<file path="src/rtl/spi_boot_loader_ctrl.sv">
// ============================================================================
//  Module   : spi_boot_loader_ctrl
//  Brief    : Boot-load sequencer. Deserialises 32-bit MSB-first words from the
//             SPI program-load pins, writes them to consecutive instruction
//             memory addresses over a req/gnt port, then releases the core.
//  Revision : 1.0 - initial release
// ============================================================================
`default_nettype none

module spi_boot_loader_ctrl #(
  parameter int unsigned            DATA_WIDTH = 32,
  parameter int unsigned            ADDR_WIDTH = 32,
  parameter logic [ADDR_WIDTH-1:0]  BASE_ADDR  = '0,
  parameter int unsigned            MAX_WORDS  = 4096
) (
  input  logic                  clk_i,
  input  logic                  rst_ni,
  input  logic                  sel_i,
  input  logic                  spi_ss_i,
  input  logic                  spi_mosi_i,
  input  logic                  en_i,
  output logic                  mem_req_o,
  output logic                  mem_we_o,
  output logic [ADDR_WIDTH-1:0] mem_addr_o,
  output logic [DATA_WIDTH-1:0] mem_wdata_o,
  output logic [3:0]            mem_be_o,
  input  logic                  mem_gnt_i,
  output logic                  core_fetch_en_o,
  output logic                  load_busy_o,
  output logic [15:0]           word_count_o,
  output logic                  err_overflow_o,
  output logic                  err_full_o,
  output logic                  err_frame_o
);

  typedef enum logic [1:0] {
    ST_IDLE = 2'd0,
    ST_LOAD = 2'd1,
    ST_BOOT = 2'd2
  } state_e;

  state_e                state_q, state_d;
  logic [DATA_WIDTH-1:0] shift_q, shift_d;
  logic [4:0]            bitcnt_q, bitcnt_d;
  logic                  req_q, req_d;
  logic [DATA_WIDTH-1:0] wdata_q, wdata_d;
  logic [15:0]           count_q, count_d;
  logic                  err_ovf_q, err_ovf_d;
  logic                  err_full_q, err_full_d;
  logic                  err_frame_q, err_frame_d;

  logic [DATA_WIDTH-1:0] word_w;
  logic                  word_done_w;
  logic                  gnt_w;
  logic [16:0]           used_w;

  // Serial word assembly and the write-port bookkeeping it feeds.
  assign word_w      = {shift_q[DATA_WIDTH-2:0], spi_mosi_i};
  assign word_done_w = (state_q == ST_LOAD) && !spi_ss_i && (bitcnt_q == 5'd31);
  assign gnt_w       = req_q && mem_gnt_i;
  // Words already committed plus the one on the bus; a granted word still
  // counts here because it becomes part of word_count_o at this edge.
  assign used_w      = {1'b0, count_q} + {16'b0, req_q};

  // Next-state logic: FSM, shifter, write request and sticky error flags.
  always_comb begin
    state_d     = state_q;
    shift_d     = shift_q;
    bitcnt_d    = bitcnt_q;
    req_d       = req_q;
    wdata_d     = wdata_q;
    count_d     = count_q;
    err_ovf_d   = err_ovf_q;
    err_full_d  = err_full_q;
    err_frame_d = err_frame_q;

    case (state_q)
      ST_IDLE: begin
        shift_d  = '0;
        bitcnt_d = '0;
        if (sel_i) begin
          state_d     = ST_LOAD;
          count_d     = '0;
          err_ovf_d   = 1'b0;
          err_full_d  = 1'b0;
          err_frame_d = 1'b0;
        end else if (en_i) begin
          state_d = ST_BOOT;
        end
      end

      ST_LOAD: begin
        if (gnt_w) begin
          count_d = count_q + 16'd1;
          req_d   = 1'b0;
        end

        if (!spi_ss_i) begin
          shift_d = word_w;
          if (word_done_w) begin
            bitcnt_d = '0;
            if (req_q && !mem_gnt_i) begin
              // Bus still busy with the previous word: drop this one.
              err_ovf_d = 1'b1;
            end else if (used_w >= 17'(MAX_WORDS)) begin
              err_full_d = 1'b1;
            end else begin
              req_d   = 1'b1;
              wdata_d = word_w;
            end
          end else begin
            bitcnt_d = bitcnt_q + 5'd1;
          end
        end else if (bitcnt_q != 5'd0) begin
          // Frame closed mid-word: the partial word is discarded.
          shift_d     = '0;
          bitcnt_d    = '0;
          err_frame_d = 1'b1;
        end

        // Boot waits until nothing is pending or about to become pending.
        if (en_i && !req_q && !word_done_w) begin
          state_d = ST_BOOT;
        end
      end

      ST_BOOT: begin
        shift_d  = '0;
        bitcnt_d = '0;
      end

      default: begin
        state_d = ST_IDLE;
      end
    endcase
  end

  // State registers with asynchronous active-low reset.
  always_ff @(posedge clk_i or negedge rst_ni) begin
    if (!rst_ni) begin
      state_q     <= ST_IDLE;
      shift_q     <= '0;
      bitcnt_q    <= '0;
      req_q       <= 1'b0;
      wdata_q     <= '0;
      count_q     <= '0;
      err_ovf_q   <= 1'b0;
      err_full_q  <= 1'b0;
      err_frame_q <= 1'b0;
    end else begin
      state_q     <= state_d;
      shift_q     <= shift_d;
      bitcnt_q    <= bitcnt_d;
      req_q       <= req_d;
      wdata_q     <= wdata_d;
      count_q     <= count_d;
      err_ovf_q   <= err_ovf_d;
      err_full_q  <= err_full_d;
      err_frame_q <= err_frame_d;
    end
  end

  assign mem_req_o       = req_q;
  assign mem_we_o        = req_q;
  assign mem_be_o        = {4{req_q}};
  assign mem_wdata_o     = wdata_q;
  assign mem_addr_o      = BASE_ADDR + (ADDR_WIDTH'(count_q) << 2);
  assign core_fetch_en_o = (state_q == ST_BOOT);
  assign load_busy_o     = (state_q == ST_LOAD) || req_q;
  assign word_count_o    = count_q;
  assign err_overflow_o  = err_ovf_q;
  assign err_full_o      = err_full_q;
  assign err_frame_o     = err_frame_q;

endmodule

`default_nettype wire

</file>
<file path="config.mk">
export PLATFORM = sky130hd
export DESIGN_NAME = spi_boot_loader_ctrl
export DESIGN_NICKNAME = d
export VERILOG_FILES = /design/src/rtl/spi_boot_loader_ctrl.sv
export SDC_FILE = /design/constraint.sdc
export NUM_CORES = 1
export LEC_CHECK = 0
export BUFFER_PORTS_ARGS = -buffer_cell sky130_fd_sc_hd__clkbuf_2
export CAP_MARGIN = 10
export CORE_ASPECT_RATIO = 1.5
export CORE_MARGIN = 2
export CORE_UTILIZATION = 58
export DETAILED_ROUTE_END_ITERATION = 10
export GPL_TIMING_DRIVEN = 0
export PLACE_DENSITY = 0.83
export SYNTH_ARGS = -nofsm -noshare
export SYNTH_HDL_FRONTEND = slang
export SYNTH_SLANG_ARGS = --single-unit
</file>
<file path="constraint.sdc">
create_clock -name clk_i -period 4.72 [get_ports clk_i]
set_clock_uncertainty 0.2 [all_clocks]
set_input_delay 0 -clock clk_i [delete_from_list [all_inputs] [get_ports clk_i]]
set_output_delay 0 -clock clk_i [all_outputs]
set_load 0.02 [all_outputs]
</file>
After elaboration in Yosys (flattened, before gate mapping)
Cells that the tools add are included.
{"block": "word_totals", "ff_bits": 90, "inputBits": 7, "elab_cells": 87}
{"block": "classes", "addsub": 3, "magnitude_cmp": 1, "n_eq_ne": 15, "muxes": 32, "bitwise": 4, "reduce_logical": 23}
{"cell": "two-way mux 31 bit", "n": 2}
{"cell": "one-hot mux 31 bit (2 select lines)", "n": 1}
{"cell": "two-way mux 16 bit", "n": 2}
{"cell": "one-hot mux 16 bit (2 select lines)", "n": 1}
{"cell": "adder 16 x 1 -> 17 bit", "n": 1}
{"cell": "greater-or-equal comparator 17 x 13 -> 1 bit (second input constant)", "n": 1}
{"cell": "adder 16 x 1 -> 16 bit (second input constant)", "n": 1}
{"cell": "two-way mux 1 bit", "n": 15}
{"cell": "two-way mux 5 bit", "n": 3}
{"cell": "inequality test 2 bit (second input constant)", "n": 6}
{"cell": "one-hot mux 5 bit (2 select lines)", "n": 1}
{"cell": "AND reduction 5 bit", "n": 2}
{"cell": "inequality test 2 x 1 -> 1 bit (second input constant)", "n": 4}
{"cell": "logical AND 1 bit", "n": 6}
{"cell": "two-way mux 2 bit", "n": 3}
{"cell": "one-hot mux 1 bit (2 select lines)", "n": 3}
{"cell": "one-hot mux 2 bit (3 select lines)", "n": 1}
{"cell": "AND reduction 3 bit", "n": 2}
{"cell": "AND reduction 6 bit", "n": 1}
{"cell": "adder 5 x 1 -> 5 bit (second input constant)", "n": 1}
{"cell": "== test 5 bit (second input constant)", "n": 1}
{"cell": "nonzero test 5 bit", "n": 1}
{"cell": "zero test 1 bit", "n": 4}
{"cell": "NOT 1 bit", "n": 4}
{"cell": "10 further kinds", "n": 11}

Depth between registers and ports, before layout
Gate-level depths: netlist of the first run.
{"block": "logic_depth", "word_depth": 7, "mapped_depth": 9, "mapped_depth_nobuf": 8}

Least setup slack after synthesis of the first run
OpenSTA, ideal clock, no wires.
{"block": "synth_timing", "path_kind": "register -> register", "start": "reg req_q, in the netlist mem_req_o", "end": "reg wdata_q[0], in the netlist mem_wdata_o[0]", "arrival_ns": 2.355, "required_ns": 4.395, "slack_ns": 2.040, "stages_incl_launch_ff": 10, "n_path_buf": 2, "cell_sequence": "dfrtp_1 ha_1 ha_1 nand2_1 nor4_1 mux2i_1 or4_1 buf_2 buf_6 mux2_4"}
{"block": "synth_between", "elab_chain_cells": 4, "word_cells_on_any_way": 6}
{"item": "start, declared", "line_no": "45", "text": "logic req_q, req_d;"}
{"item": "start signal, assigned", "line_no": "154", "text": "req_q <= req_d;"}
{"item": "adder 16 x 1 -> 17 bit", "line_no": "63", "text": "assign used_w = {1'b0, count_q} + {16'b0, req_q};"}
{"item": "greater-or-equal comparator 17 x 13 -> 1 bit", "line_no": "105", "text": "end else if (used_w >= 17'(MAX_WORDS)) begin"}
{"item": "NOT 1 bit (no line)"}
{"item": "AND reduction 5 bit (no line) *"}
{"item": "end signal, assigned", "line_no": "155", "text": "wdata_q <= wdata_d;"}
{"item": "end, declared", "line_no": "46", "text": "logic [DATA_WIDTH-1:0] wdata_q, wdata_d;"}
Mark *: on every way between the ends. The rest lies on a longest branch, timed or not.
A chain may end at the register's enable or synchronous reset.

Worst setup path after layout of the first run
{"block": "layout_timing", "start": "reg req_q, in the netlist mem_req_o", "end": "reg wdata_q[19], in the netlist mem_wdata_o[19]"}
Same word-level chain as after synthesis.

==> results of run 1 <==
==> power breakdown <==
group / switching (uW) / internal [uW]
combinational: 168 / 78.4
sequential: 7.99 / 783
clock: 265 / 248
total: 441 / 1110
==> state kept, by name (all words and copies together), names as in the netlist <==
register and flops:
mem_req_o 1, mem_wdata_o 32, word_count_o 16, shift_q 31
err_full_o 1, err_frame_o 1, err_overflow_o 1, bitcnt_q 5
state_q 2
==> layout by cell type (no fill, tap or decap), drive strengths merged, types with 2 or more instances in the layout <==
cell / count
o21ai: 6
inv: 6
mux2: 34
a2111oi: 2
a21o: 2
xnor2: 7
nor4b: 2
a21oi: 4
buf: 45
nand3: 8
nor2b: 8
nand2: 17
clkinvlp: 2
dlygate4sd3: 9
nor2: 22
a22o: 31
xor2: 8
and3: 3
nor3: 2
nor4: 2
conb: 16
nand4: 6
mux2i: 2
ha: 6
dfrtp: 90
clkbuf: 101
nand2b: 5
==> per-stage QoR <==
step | total power, uW | std cells | area [sq um] | setup WS (ps) | util, %
global placement | 1030 | 511 | 4740 | 1860 | 68.2
finish | 1550 | 538 | 5060 | 1780 | 72.8
global route | 1610 | 538 | 5060 | 1640 | 72.8
detailed placement | 1040 | 512 | 4770 | 1860 | 68.7
floorplan | 966 | 352 | 4240 | 2040 | -
CTS | 1550 | 537 | 5050 | 1830 | 72.8
==> kinds of logic after synthesis <==
kind of cell / Yosys count / share of synthesized area (%)
flip-flops: 90 / 53.9
buffers and inverters: 57 / 9.07
other: 1 / 0.0897
AO/OA/AOI/OAI: 52 / 9.79
AND/OR/NAND/NOR: 80 / 9.88
multiplexers: 36 / 12.3
XOR/XNOR: 15 / 3.14
adder cells (fa/ha/maj): 6 / 1.80
==> per-layer routing <==
metal  share of wire, %  track usage (%)
met5                  0                0
met2                 50             36.8
met3                4.4             4.38
met1                 43             28.5
met4                2.7             9.61
==> worst min path at each step <==
stage / start / to / cells past startpoint
finish: rst_ni / word_count_o[5]$_DFFE_PN0P_ / 3
global route: rst_ni / word_count_o[5]$_DFFE_PN0P_ / 3
CTS: rst_ni / word_count_o[5]$_DFFE_PN0P_ / 3
detailed placement: rst_ni / word_count_o[3]$_DFFE_PN0P_ / 1
global placement: spi_mosi_i / shift_q[0]$_DFFE_PN0P_ / 2
floorplan: rst_ni / bitcnt_q[0]$_DFFE_PN0P_ / 0
==> worst register-to-register path, cell delays in order (launching register included) <==
cell and delay (ps):
sky130_fd_sc_hd__dfrtp_1 620, sky130_fd_sc_hd__ha_1 250, sky130_fd_sc_hd__ha_1 140, sky130_fd_sc_hd__nand2_1 80, sky130_fd_sc_hd__nor4_1 240, sky130_fd_sc_hd__mux2i_1 190
sky130_fd_sc_hd__or4_1 440, sky130_fd_sc_hd__buf_2 190, sky130_fd_sc_hd__buf_6 170, sky130_fd_sc_hd__mux2_4 310
==> final cells by class <==
| cell class | count | share of cell area (%) |
|---|---|---|
| repair buffers | 92 | 10.5 |
| inverters | 5 | 0.371 |
| clock buffers | 11 | 2.60 |
| plain buffers | 52 | 7.13 |
| clock inverters | 5 | 1.24 |
| flip-flops and latches | 90 | 44.5 |
| well taps | 78 | 1.93 |
| multi-input cells | 205 | 31.7 |
==> metrics.log, run 1 <==
[metrics] ranking of synthesized cells by area: sky130_fd_sc_hd__dfrtp_1, sky130_fd_sc_hd__mux2_4, sky130_fd_sc_hd__buf_4
[metrics] time the worst path needs with I/O delays and setup: 2940 ps
[metrics] total overflow reported by the global router: 0
[metrics] setup violation total in the final timing report: 0
[metrics] R2R cell count: 9
[metrics] fraction of layout cells with a size suffix above 1: 38.5%
[metrics] initial antenna violation count: 0
[metrics] CP Launch Point: mem_req_o$_DFFE_PN0P_
[metrics] pin count of the biggest net entering global routing: 70
[metrics] highest net fanout along the worst path: 14
[metrics] warnings from Yosys: 0
[metrics] most numerous cell types in the synthesized netlist: sky130_fd_sc_hd__dfrtp_1, sky130_fd_sc_hd__buf_4, sky130_fd_sc_hd__a22o_1
[metrics] Total Routed Length: 8340 um
[metrics] number of different library cells in the post-synthesis netlist: 44
[metrics] leading register cell type out of synthesis: sky130_fd_sc_hd__dfrtp_1
[metrics] Mapped Cells: 337
[metrics] Worst VDD drop: 0.227 mV
[metrics] total vias in the final route: 2884
[metrics] critical path data arrival time: 2980 ps
[metrics] number of top-level pins: 98
[metrics] Final Net Count: 468
[metrics] number of hold-slack violations in the final timing report: 0
[metrics] cell area after synthesis: 4180 sq um
[metrics] CTS max path bufs: 2
[metrics] buffers and inverters on the worst path: 2
[metrics] setup TNS after final layout: 0 ps
[metrics] horizontal die dimension: 73.3 um
[metrics] dominant cell by count in the synthesized netlist: sky130_fd_sc_hd__dfrtp_1
[metrics] RSZ-0062 raised after global routing: no
[metrics] run status: finished, final reports clean
[metrics] post-DR wirelength/cell: 15.5 um
[metrics] list of cells traversed by the critical path: ha_1, ha_1, nand2_1, nor4_1, mux2i_1, or4_1, buf_2, buf_6, mux2_4
[metrics] Remaining DRCs: 0
[metrics] leakage power summed over all cells: 0.00275 uW
[metrics] placeable core region: 6940 sq um
[metrics] CP Launch Type: flop
[metrics] Achievable Freq: 340 MHz
[metrics] Slew Viols, Final: 0
[metrics] worst hold slack after final layout: 13.3 ps
[metrics] Ant. Diodes: 0
[metrics] critical register-to-register path endpoint: mem_wdata_o[19]$_DFFE_PN0P_
[metrics] cell taking the most area after synthesis: sky130_fd_sc_hd__dfrtp_1
[metrics] average via count per standard cell: 5.36
[metrics] CTS H-tree lvls: 3
[metrics] area taken by flip-flops and latches: 2250 sq um
[metrics] Hold-fix buffers, CTS: 9
[metrics] area share of the largest cell type after synthesis: 53.9%
[metrics] Maximum Capacitance Violations: 0
[metrics] launching point of the worst reg2reg path: mem_req_o$_DFFE_PN0P_
[metrics] Most Frequent Cell on Critical Path: sky130_fd_sc_hd__ha_1
[metrics] Slew headroom: 22.0%
[metrics] number of enable flip-flop cells after synthesis: 0
[metrics] async set or reset register ratio after synthesis: 100%
[metrics] clock latency reported for the late side of the worst-skew pair: 350 ps
[metrics] endpoint type of the worst setup path: flop
[metrics] root buffer selected by CTS: sky130_fd_sc_hd__clkbuf_8
[metrics] pin slew with the least headroom to its limit: 1160 ps
[metrics] clock transition at the registers of the reported paths: 90 ps
[metrics] post-synthesis sequential area ratio: 53.9%
[metrics] filler instances: 489
[metrics] CTS tree: done
[metrics] mean cell area of the mapped netlist: 12.4 sq um
[metrics] setup slack of the most critical reg-to-reg path: 1780 ps
[metrics] path type of the worst min-delay path: in -> async
[metrics] DRC marker count from the first detailed-route iteration: 83
[metrics] combined global-route utilization of all metal layers: 22.3%
[metrics] DRT Pass-1 Iters: 4
[metrics] worst stage delay on the critical path: 620 ps
[metrics] critical path type: reg -> reg
[metrics] family of cells with the greatest summed delay on the critical path: simple AND/OR/NAND/NOR gates
[metrics] first-pass GRT wire length: 13800 um
[metrics] ratio of final minimum period to clock period: 62.4%
[metrics] power per unit of standard cell area: 307 nW/um^2
[metrics] Slowest cell on crit path: sky130_fd_sc_hd__dfrtp_1
[metrics] synthesis-stage register bit count: 90
[metrics] Critical Path End: mem_wdata_o[19]$_DFFE_PN0P_
[metrics] Initial Utilization: 60.2%
[metrics] number of gates resized after cts: 0
[metrics] area added between synthesis and finish: 21.0%
[metrics] number of placement rows: 37
[metrics] combined area of the multi-input logic cells: 1600 sq um
[metrics] required time of the critical path: 4760 ps
[metrics] die area: 7910 sq um
[metrics] height of the die: 108 um
[metrics] number of buffers inserted during clock tree synthesis: 9
[metrics] placer congestion estimate: 0.897
[metrics] number of buffers inserted by post-CTS setup repair: 0
[metrics] number of nets still failing antenna checks after routing: 0
[metrics] via count of the first global-routing pass: 2873
[metrics] Post-DP HPWL: 5860 um
[metrics] critical path depth in cells: 9
[metrics] clock sink total: 90
[metrics] count of buffers inserted at the top-level ports: 81
No activity file was read; power rests on OpenSTA's default activity.
==> run 2, diff against run 1 <==
--- a/config.mk
+++ b/config.mk
@@ -9,10 +9,10 @@
 export CAP_MARGIN = 10
 export CORE_ASPECT_RATIO = 1.5
 export CORE_MARGIN = 2
-export CORE_UTILIZATION = 58
+export CORE_UTILIZATION = 48
 export DETAILED_ROUTE_END_ITERATION = 10
 export GPL_TIMING_DRIVEN = 0
-export PLACE_DENSITY = 0.83
+export PLACE_DENSITY = 0.73
 export SYNTH_ARGS = -nofsm -noshare
 export SYNTH_HDL_FRONTEND = slang
 export SYNTH_SLANG_ARGS = --single-unit
==> constraint.sdc (replaced) <==
create_clock -name clk_i -period 2.7 [get_ports clk_i]
set_clock_uncertainty 0.2 [all_clocks]
set_input_delay 0 -clock clk_i [delete_from_list [all_inputs] [get_ports clk_i]]
set_output_delay 0 -clock clk_i [all_outputs]
set_load 0.02 [all_outputs]
==> metrics.log, run 2 (same netlist as run 1, synthesis figures left out) <==
[metrics] ratio of final minimum period to clock period: 96.7% (was 62.4%)
[metrics] Post-DP HPWL: 5710 um (was 5860 um)
[metrics] Final Net Count: 469 (was 468)
[metrics] clock sink total: 90 (unchanged)
[metrics] clock latency reported for the late side of the worst-skew pair: 340 ps (was 350 ps)
[metrics] switching power: 842 uW (was 441 uW)
[metrics] critical path data arrival time: 2630 ps (was 2980 ps)
[metrics] CTS H-tree lvls: 3 (unchanged)
[metrics] CP Launch Type: flop (unchanged)
[metrics] die area: 9480 sq um (was 7910 sq um)
[metrics] setup TNS after final layout: 0 ps (unchanged)
[metrics] initial antenna violation count: 0 (unchanged)
[metrics] placeable core region: 8410 sq um (was 6940 sq um)
[metrics] combined area of the multi-input logic cells: 1660 sq um (was 1600 sq um)
[metrics] setup slack of the most critical reg-to-reg path: 90 ps (was 1780 ps)
[metrics] switching power share of the total: 26.5% (was 28.4%)
[metrics] setup violation total in the final timing report: 0 (unchanged)
[metrics] required time of the critical path: 2720 ps (was 4760 ps)
[metrics] clock transition at the registers of the reported paths: 70 ps (was 90 ps)
[metrics] count of buffers inserted at the top-level ports: 81 (unchanged)
[metrics] utilization after layout: 63.0% (was 72.8%)
[metrics] area added between synthesis and finish: 26.9% (was 21.0%)
[metrics] number of flip-flops in the largest register: 32 (unchanged)
[metrics] Worst VDD drop: 0.406 mV (was 0.227 mV)
[metrics] Initial Utilization: 49.7% (was 60.2%)
[metrics] power per unit of standard cell area: 599 nW/um^2 (was 307 nW/um^2)
[metrics] number of buffers inserted during clock tree synthesis: 9 (unchanged)
[metrics] overall power of the completed layout: 3180 uW (was 1550 uW)
[metrics] sequential cell fraction of total power: 43.6% (was 51.0%)
[metrics] placer congestion estimate: 0.827 (was 0.897)
[metrics] CTS max path bufs: 2 (unchanged)
[metrics] Maximum Capacitance Violations: 0 (unchanged)
[metrics] pin slew with the least headroom to its limit: 1140 ps (was 1160 ps)
[metrics] number of nets still failing antenna checks after routing: 0 (unchanged)
[metrics] highest net fanout along the worst path: 10 (was 14)
[metrics] run status: finished, final reports clean (unchanged)
[metrics] Ant. Diodes: 0 (unchanged)
[metrics] root buffer selected by CTS: sky130_fd_sc_hd__clkbuf_16 (was sky130_fd_sc_hd__clkbuf_8)
[metrics] Clock power frac: 42.5% (was 33.1%)
[metrics] Comb pwr share: 13.9% (was 15.9%)
[metrics] number of hold-slack violations in the final timing report: 0 (unchanged)
[metrics] endpoint type of the worst setup path: flop (unchanged)
[metrics] fraction of layout cells with a size suffix above 1: 42.5% (was 38.5%)
[metrics] Total Routed Length: 8310 um (was 8340 um)
[metrics] combined global-route utilization of all metal layers: 18.7% (was 22.3%)
[metrics] pin count of the biggest net entering global routing: 70 (unchanged)
[metrics] via count of the first global-routing pass: 2808 (was 2873)
[metrics] most common library cell in the layout ignoring fill and taps: sky130_fd_sc_hd__dfrtp_1 (unchanged)
[metrics] Critical Path End: mem_wdata_o[7]$_DFFE_PN0P_ (was mem_wdata_o[19]$_DFFE_PN0P_)
[metrics] horizontal die dimension: 80.2 um (was 73.3 um)
[metrics] area taken by flip-flops and latches: 2260 sq um (was 2250 sq um)
[metrics] CP Launch Point: word_count_o[5]$_DFFE_PN0P_ (was mem_req_o$_DFFE_PN0P_)
[metrics] Remaining DRCs: 0 (unchanged)
[metrics] DRC marker count from the first detailed-route iteration: 199 (was 83)
[metrics] launching point of the worst reg2reg path: word_count_o[5]$_DFFE_PN0P_ (was mem_req_o$_DFFE_PN0P_)
[metrics] R2R cell count: 7 (was 9)
[metrics] Achievable Freq: 383 MHz (was 340 MHz)
[metrics] number of placement rows: 41 (was 37)
[metrics] average via count per standard cell: 5.05 (was 5.36)
[metrics] leakage power summed over all cells: 0.00286 uW (was 0.00275 uW)
[metrics] CTS tree: done (unchanged)
[metrics] number of top-level pins: 98 (unchanged)
[metrics] first-pass GRT wire length: 13900 um (was 13800 um)
[metrics] time the worst path needs with I/O delays and setup: 2610 ps (was 2940 ps)
[metrics] Slew headroom: 23.1% (was 22.0%)
[metrics] total overflow reported by the global router: 0 (unchanged)
[metrics] post-DR wirelength/cell: 14.6 um (was 15.5 um)
[metrics] RSZ-0062 raised after global routing: no (unchanged)
[metrics] total vias in the final route: 2870 (was 2884)
[metrics] filler instances: 651 (was 489)
[metrics] critical path type: reg -> reg (unchanged)
[metrics] Slew Viols, Final: 0 (unchanged)
[metrics] path type of the worst min-delay path: in -> async (unchanged)
[metrics] Internal Dissipation: 2330 uW (was 1110 uW)
[metrics] height of the die: 118 um (was 108 um)
[metrics] DRT Pass-1 Iters: 4 (unchanged)
[metrics] critical register-to-register path endpoint: mem_wdata_o[7]$_DFFE_PN0P_ (was mem_wdata_o[19]$_DFFE_PN0P_)
[metrics] leading cell types in the layout, fill and taps excluded: sky130_fd_sc_hd__dfrtp_1, sky130_fd_sc_hd__clkbuf_2, sky130_fd_sc_hd__buf_4 (unchanged)
-- run 2: power by group through the flow --
| stage | Clock [uW] | Combinational [uW] | Sequential [uW] |
|---|---|---|---|
| floorplan | 0 | 280 | 1410 |
| global placement | 0 | 398 | 1410 |
| finish | 1350 | 440 | 1380 |
| CTS | 1370 | 434 | 1380 |
| detailed placement | 0 | 409 | 1410 |
| global route | 1440 | 494 | 1390 |
-- run 2: final cells by class --
type | instances | share of cell area, %
Buffer | 52 | 6.92
Inverter | 5 | 0.354
Tap cell | 107 | 2.53
Multi-Input combinational cell | 205 | 31.3
Clock inverter | 7 | 1.91
Timing Repair Buffer | 93 | 10.1
Sequential cell | 90 | 42.6
Clock buffer | 9 | 4.25
-- run 2: layer usage --
layer	track usage, %	up-vias	wire length, um
li1	-	1365	-
met1	24.5	1405	3480
met2	29.8	86	4250
met3	3.74	14	389
met4	8.05	0	188
met5	0	-	0
-- run 2: how the worst min path moves through the flow --
stage / startpoint / end / slack [ps]
after floorplan: rst_ni / bitcnt_q[0]$_DFFE_PN0P_ / -500
after global placement: spi_mosi_i / shift_q[0]$_DFFE_PN0P_ / 60
after detailed placement: rst_ni / word_count_o[4]$_DFFE_PN0P_ / -260
after CTS: rst_ni / word_count_o[11]$_DFFE_PN0P_ / 60
after global routing: rst_ni / word_count_o[11]$_DFFE_PN0P_ / 80
final: rst_ni / word_count_o[11]$_DFFE_PN0P_ / 30
-- run 2: worst max-delay path: stages, from the launching register on --
cell	delay, ps
sky130_fd_sc_hd__dfrtp_1	430
sky130_fd_sc_hd__nand3_2	210
sky130_fd_sc_hd__nor4_4	350
sky130_fd_sc_hd__mux2i_2	130
sky130_fd_sc_hd__or4_1	500
sky130_fd_sc_hd__clkbuf_4	200
sky130_fd_sc_hd__buf_6	170
sky130_fd_sc_hd__mux2_4	310
-- run 2: what timing repair did --
action | CTS | global route
setup buffers | 1 | 2
gates resized for setup | 3 | 19
pin swaps | 0 | 0
setup endpoints to repair | 32 | 49
hold buffers | 8 | 0
endpoints found under the hold margin | 111 | 0
-- run 2: through the flow --
step / instance area (sq um) / hold WS (ps) / setup WS, ps / std cells
global placement: 4770 / 55.9 / -152 / 540
global route: 5300 / 81.2 / 2.45 / 568
CTS: 5220 / 63.7 / 24.3 / 566
floorplan: 4240 / -496 / 20.2 / 352
detailed placement: 4800 / -255 / -200 / 541
finish: 5300 / 30.6 / 88.1 / 568
